**src/rtl/memory_access_stage_if.sv**
```systemverilog
// ============================================================================
//  Module   : memory_access_stage_if
//  Purpose  : Data-memory request/response bus between the MEM stage and the
//             data memory. Read data is valid in the cycle mem_ack is high.
//  Revision : 1.0 - initial release
// ============================================================================
`default_nettype none

interface memory_access_stage_if;
    logic        mem_req;
    logic        mem_we;
    logic [15:0] mem_addr;
    logic [15:0] mem_wdata;
    logic        mem_ack;
    logic [15:0] mem_rdata;

    // Pipeline stage side: issues requests, receives acknowledges
    modport master (
        output mem_req,
        output mem_we,
        output mem_addr,
        output mem_wdata,
        input  mem_ack,
        input  mem_rdata
    );

    // Memory side
    modport slave (
        input  mem_req,
        input  mem_we,
        input  mem_addr,
        input  mem_wdata,
        output mem_ack,
        output mem_rdata
    );
endinterface

`default_nettype wire

```
**src/rtl/memory_access_stage.sv**
```systemverilog
// ============================================================================
//  Module   : memory_access_stage
//  Purpose  : Pipeline MEM stage. Latches the Execute result, performs an
//             optional data-memory access with an ack timeout, and presents a
//             one-cycle writeback / branch-resolution pulse.
//  Revision : 1.0 - initial release
// ============================================================================
`default_nettype none

module memory_access_stage #(
    parameter int TIMEOUT = 16
) (
    input  wire logic            clk,
    input  wire logic            rst,

    input  wire logic            in_valid,
    input  wire logic [15:0]     ALU_Result,
    input  wire logic [15:0]     adder_result,
    input  wire logic            Zero,
    input  wire logic [2:0]      mux_rd_rt_out,
    input  wire logic [15:0]     write_data,
    input  wire logic            MemRead,
    input  wire logic            MemWrite,
    input  wire logic            Branch,
    input  wire logic            MemtoReg,
    input  wire logic            RegWrite,

    output logic                 stall_out,

    memory_access_stage_if.master mem,

    output logic                 wb_valid,
    output logic                 wb_reg_write,
    output logic [2:0]           wb_rd,
    output logic [15:0]          wb_data,
    output logic                 PCSrc,
    output logic [15:0]          branch_target,
    output logic                 mem_error
);

    localparam int             CW        = $clog2(TIMEOUT + 1);
    localparam logic [CW-1:0]  c_CNT_MAX = CW'(TIMEOUT - 1);
    localparam logic [CW-1:0]  c_CNT_ONE = CW'(1);

    localparam logic [0:0]     c_IDLE    = 1'b0;
    localparam logic [0:0]     c_ACCESS  = 1'b1;

    logic [0:0]     r_state;
    logic [CW-1:0]  r_wait_cnt;

    // EX/MEM pipeline register
    logic [15:0]    r_alu_result;
    logic [15:0]    r_adder_result;
    logic           r_zero;
    logic [2:0]     r_rd;
    logic [15:0]    r_write_data;
    logic           r_mem_write;
    logic           r_branch;
    logic           r_mem_to_reg;
    logic           r_reg_write;

    logic           w_in_access;

    // Request signals come straight from the state and the latched operands,
    // so they cannot change while the request is outstanding.
    always_comb begin
        w_in_access   = (r_state == c_ACCESS);
        stall_out     = w_in_access;
        mem.mem_req   = w_in_access;
        mem.mem_we    = w_in_access & r_mem_write;
        mem.mem_addr  = r_alu_result;
        mem.mem_wdata = r_write_data;
        branch_target = r_adder_result;
    end

    // Stage sequencing: accept in IDLE, wait for ack or timeout in ACCESS
    always_ff @(posedge clk) begin
        if (rst) begin
            r_state        <= c_IDLE;
            r_wait_cnt     <= '0;
            r_alu_result   <= '0;
            r_adder_result <= '0;
            r_zero         <= 1'b0;
            r_rd           <= '0;
            r_write_data   <= '0;
            r_mem_write    <= 1'b0;
            r_branch       <= 1'b0;
            r_mem_to_reg   <= 1'b0;
            r_reg_write    <= 1'b0;
            wb_valid       <= 1'b0;
            wb_reg_write   <= 1'b0;
            wb_rd          <= '0;
            wb_data        <= '0;
            PCSrc          <= 1'b0;
            mem_error      <= 1'b0;
        end else begin
            // Pulses default low; only a completing instruction raises them
            wb_valid     <= 1'b0;
            wb_reg_write <= 1'b0;
            PCSrc        <= 1'b0;
            mem_error    <= 1'b0;

            case (r_state)
                c_IDLE: begin
                    if (in_valid) begin
                        r_alu_result   <= ALU_Result;
                        r_adder_result <= adder_result;
                        r_zero         <= Zero;
                        r_rd           <= mux_rd_rt_out;
                        r_write_data   <= write_data;
                        r_mem_write    <= MemWrite;
                        r_branch       <= Branch;
                        r_mem_to_reg   <= MemtoReg;
                        r_reg_write    <= RegWrite;
                        if (MemRead || MemWrite) begin
                            r_state    <= c_ACCESS;
                            r_wait_cnt <= '0;
                        end else begin
                            // Non-memory op completes in the very next cycle
                            wb_valid     <= 1'b1;
                            wb_reg_write <= RegWrite;
                            wb_rd        <= mux_rd_rt_out;
                            wb_data      <= ALU_Result;
                            PCSrc        <= Branch & Zero;
                        end
                    end
                end

                c_ACCESS: begin
                    if (mem.mem_ack) begin
                        // Ack beats a simultaneous timeout. Writes (including
                        // MemRead+MemWrite) discard the returned data.
                        r_state      <= c_IDLE;
                        wb_valid     <= 1'b1;
                        wb_reg_write <= r_reg_write;
                        wb_rd        <= r_rd;
                        wb_data      <= (r_mem_to_reg && !r_mem_write) ?
                                        mem.mem_rdata : r_alu_result;
                        PCSrc        <= r_branch & r_zero;
                    end else if (r_wait_cnt == c_CNT_MAX) begin
                        // Abort: report the error, suppress the register write
                        r_state      <= c_IDLE;
                        wb_valid     <= 1'b1;
                        wb_reg_write <= 1'b0;
                        wb_rd        <= r_rd;
                        wb_data      <= r_alu_result;
                        PCSrc        <= r_branch & r_zero;
                        mem_error    <= 1'b1;
                    end else begin
                        r_wait_cnt   <= r_wait_cnt + c_CNT_ONE;
                    end
                end

                default: r_state <= c_IDLE;
            endcase
        end
    end

endmodule

`default_nettype wire
```
**src/flat_wrapper.sv**
```systemverilog
// flat-port wrapper written by rule: the top's interface ports become plain ports
module memory_access_stage_flat 
#(
    parameter int TIMEOUT = 16
)
  (clk, rst, in_valid, ALU_Result, adder_result, Zero, mux_rd_rt_out, write_data, MemRead, MemWrite, Branch, MemtoReg, RegWrite, stall_out, wb_valid, wb_reg_write, wb_rd, wb_data, PCSrc, branch_target, mem_error, mem_mem_req, mem_mem_we, mem_mem_addr, mem_mem_wdata, mem_mem_ack, mem_mem_rdata);
  memory_access_stage_if mem_i ();
  input  wire logic clk;
  input  wire logic rst;
  input  wire logic in_valid;
  input  wire logic [15:0] ALU_Result;
  input  wire logic [15:0] adder_result;
  input  wire logic Zero;
  input  wire logic [2:0] mux_rd_rt_out;
  input  wire logic [15:0] write_data;
  input  wire logic MemRead;
  input  wire logic MemWrite;
  input  wire logic Branch;
  input  wire logic MemtoReg;
  input  wire logic RegWrite;
  output logic stall_out;
  output logic wb_valid;
  output logic wb_reg_write;
  output logic [2:0] wb_rd;
  output logic [15:0] wb_data;
  output logic PCSrc;
  output logic [15:0] branch_target;
  output logic mem_error;
  output wire logic [$bits(mem_i.mem_req)-1:0] mem_mem_req;
  output wire logic [$bits(mem_i.mem_we)-1:0] mem_mem_we;
  output wire logic [$bits(mem_i.mem_addr)-1:0] mem_mem_addr;
  output wire logic [$bits(mem_i.mem_wdata)-1:0] mem_mem_wdata;
  input wire logic [$bits(mem_i.mem_ack)-1:0] mem_mem_ack;
  input wire logic [$bits(mem_i.mem_rdata)-1:0] mem_mem_rdata;
  assign mem_mem_req = mem_i.mem_req;
  assign mem_mem_we = mem_i.mem_we;
  assign mem_mem_addr = mem_i.mem_addr;
  assign mem_mem_wdata = mem_i.mem_wdata;
  assign mem_i.mem_ack = mem_mem_ack;
  assign mem_i.mem_rdata = mem_mem_rdata;
  memory_access_stage #(.TIMEOUT(TIMEOUT)) u_core (.clk(clk), .rst(rst), .in_valid(in_valid), .ALU_Result(ALU_Result), .adder_result(adder_result), .Zero(Zero), .mux_rd_rt_out(mux_rd_rt_out), .write_data(write_data), .MemRead(MemRead), .MemWrite(MemWrite), .Branch(Branch), .MemtoReg(MemtoReg), .RegWrite(RegWrite), .stall_out(stall_out), .mem(mem_i), .wb_valid(wb_valid), .wb_reg_write(wb_reg_write), .wb_rd(wb_rd), .wb_data(wb_data), .PCSrc(PCSrc), .branch_target(branch_target), .mem_error(mem_error));
endmodule
```
**config.mk**
```make
export PLATFORM = sky130hd
export DESIGN_NAME = memory_access_stage_flat
export DESIGN_NICKNAME = d
export VERILOG_FILES = /design/src/rtl/memory_access_stage_if.sv /design/src/rtl/memory_access_stage.sv /design/src/flat_wrapper.sv
export SDC_FILE = /design/constraint.sdc
export NUM_CORES = 1
export LEC_CHECK = 0
export CORE_UTILIZATION = 40
export CTS_CLUSTER_SIZE = 8
export DETAILED_ROUTE_END_ITERATION = 6
export PLACE_DENSITY = 0.76
export SLEW_MARGIN = 20
export SYNTH_ARGS = -nofsm -noshare
export SYNTH_HDL_FRONTEND = slang
export SYNTH_SLANG_ARGS = --single-unit
```
**constraint.sdc**
```tcl
create_clock -name clk -period 3.9 [get_ports clk]
set_input_delay 0.78 -clock clk [delete_from_list [all_inputs] [get_ports clk]]
set_output_delay 0.78 -clock clk [all_outputs]
set_load 0.005 [all_outputs]
```
==> results.md <==
* DRT iter0 DRCs at 142
* RSZ-0062 raised after global routing: false
* Fin nets at 640
* GRT Util Overall at 0.200
* Hold buffer count at cts at 0
* H-Tree Depth at 3
* Hold Vio Cnt, Final at 0
* CTS tree: built
* Fmax at 0.356 GHz
* Internal power at 0.00149 W
* CP peak stage delay at 0.95 ns
* Initial antenna violation count at 0
* Setup bufs post-CTS at 0
* Sequential Power Share at 0.480
* Layout Area Growth over Synthesis at 47.2%
* Crit-path cells: and2_1 > clkdlybuf4s50_1
* Status: completed
* Clock Sinks at 85
* Slew Limit Fails at 0
* Post-synth cell types at 35
* Worst hold path class: reg2reg
* Crit path capture type: output port
* Relative slew slack at 0.297
* CP max-delay cell: dfxtp_2
* Max Cap Violations at 0
* Mapped Cells at 434
* #FFs+latches synth at 85
* Mapped Avg Cell Area at 8.25 um^2
* Clock transition at path regs at 0.08 ns
* Pin count of the biggest net entering global routing at 101
* Num CTS Buffers at 9
* Die Width at 96.6 um
* Worst-margin pin slew at 1.06 ns
* Vias after detailed routing at 3475
* Final Cycle Share at 0.720
* Post-Syn Area at 3580 um^2
* Average via count per standard cell at 5.16
* CP top delay family: flip-flops
* Routability cong. at 0.774
* Gr ovfl total at 0
* PD cells at 379 nW/um^2
* Layout cell share with drive strength beyond 1 at 0.0689
* Worst path bufs/invs at 1
* Synth Flop Type: dfxtp_1
* Antenna diodes at 0
* Post-CTS Resized at 0
* TNS Setup at 0 ns
* Routed length per instance at 14.2 um
* Final WL at 9.56 mm
* Critical Path RT at 3.12 ns
* Sequential element share of the synthesized area at 0.476
* Full die area at 9330 um^2
* Drt drc at 0
* Worst vdd ir at 201 uV
* Starting density of the core at 0.412
* Final Hold Slack at 0.456 ns
* Area contributors post-synth: dfxtp_1 48%, nand2_1 12%, a21oi_1 11%, o41ai_2 5.5%, nand3b_1 3.4%
* Top-level port count at 151
* Vias in the first global route at 3226
* Clock Power Share at 0.347
* Comb pwr share at 0.173
* # setup viols final at 0
* Worst path arrival time at 2.03 ns
* Tmin final at 2.81 ns
* Post-synth EDFFs at 0
* Synth warn at 0
* Post-Syn Nets at 513
* Setup CP Type: reg2out
* Die Span Y at 96.6 um
* Switching share of power at 0.251
* Synth top area share at 0.476
* Maximum clock path buffer count at 2
* Post-synth ARST share at 0
* Skew final at 0.00812 ns
* Startpoint types: register
* HPWL Detailed at 6.27 mm
* Site Rows at 34
* Post-route ant nets at 0
* Post-synth top area cell: dfxtp_1
* Switching power at 0.000500 W
* Root Driver: clkbuf_8
* DRT Pass-1 Iters at 4
* Crit Path Max Fanout at 46
* Worst-skew pair later-pin latency at 0.35 ns
* First-pass GRT wire length at 14.4 mm
* Core area at 8680 um^2
* Static leakage at 2.00 nW
* Input/output buffers at 150
==> power by group through the flow <==
stage	clock network (W)	registers [W]	logic, W
floorplan	0	0.000968	0.000159
global placement	0	0.000975	0.000336
detailed placement	0	0.000977	0.000346
CTS	0.000710	0.000957	0.000348
global route	0.000732	0.000964	0.000379
finish	0.000692	0.000957	0.000345
==> per-stage QoR <==
stage               worst slack (ns)  instance area [um^2]  std cells   util  power [W]
floorplan                       2.03                  3580        434      -    0.00113
finish                          1.09                  5270        674  0.607    0.00199
detailed placement              1.04                  5040        658  0.581    0.00132
CTS                             1.08                  5270        674  0.607    0.00202
global placement                1.16                  5040        658  0.580    0.00131
global route                   0.998                  5270        674  0.607    0.00208
==> cell usage after synthesis, types with 2 or more instances <==
library cell / count
a211oi_1: 3
a21boi_1: 2
a21oi_1: 76
buf_1: 4
buf_2: 11
buf_4: 2
buf_6: 5
clkbuf_1: 14
dfxtp_1: 85
ha_1: 2
inv_1: 18
mux2i_1: 4
nand2_1: 112
nand3_1: 3
nand3b_1: 16
nand4_1: 2
nor2_1: 25
o21ai_0: 16
o21ai_1: 2
o41ai_1: 4
o41ai_2: 12
or2_2: 2
or3_1: 2
==> logic make-up (layout without fill, tap and decap cells) <==
logic type | after synthesis | in the layout | share of synthesized area
AO/OA/AOI/OAI | 119 | 119 | 0.219
multiplexers | 4 | 4 | 0.0112
adder cells (fa/ha/maj) | 2 | 2 | 0.00699
AND/OR/NAND/NOR | 170 | 170 | 0.214
buffers and inverters | 54 | 186 | 0.0731
flip-flops | 85 | 85 | 0.476
==> worst register-to-register path: stages, from the launching register on <==
cell and delay, ns:
dfxtp_2 0.95, nor2b_4 0.28, a22oi_4 0.26, buf_4 0.40, nand3b_1 0.21, o41ai_2 0.08
==> cell type report <==
| class | instances | area, um^2 |
|---|---|---|
| fillers | 749 | 3410 |
| repair buffers | 152 | 1510 |
| clock buffers | 11 | 141 |
| clock inverters | 5 | 83.8 |
| well taps | 108 | 135 |
| multi-input cells | 295 | 1620 |
| inverters | 18 | 67.6 |
| flip-flops and latches | 85 | 1700 |
==> routing by layer <==
metal,wire length [um],GRT usage,part of all wire,vias to the layer above
met5,0,0,0,-
met1,4170,0.239,0.44,1642
met3,620,0.0415,0.065,12
met2,4630,0.352,0.48,109
li1,-,-,-,1712
met4,138,0.0748,0.014,0
==> placed cells by master, fill, tap and decap left out, drive strengths merged, types with 3 or more instances in the layout <==
master         count
a211oi             3
a21oi             77
buf                3
clkbuf            11
clkdlybuf4s50    149
dfxtp             85
inv               18
mux2i              4
nand2            112
nand3              3
nand3b            17
nor2              25
o21ai             18
o41ai             16
==> final timing paths <==
path | start | end | slack (ns) | cells after the start
max | u_core.mem.mem_req | mem_mem_we | 1.09 | 2
min | u_core.mem.mem_wdata[9] | u_core.mem.mem_wdata[9] | 0.46 | 2
max reg2reg | u_core.mem.mem_req | u_core.wb_data[2] | 1.63 | 5
min reg2reg | u_core.mem.mem_wdata[9] | u_core.mem.mem_wdata[9] | 0.46 | 2
Power figures use the tool's default switching activity.
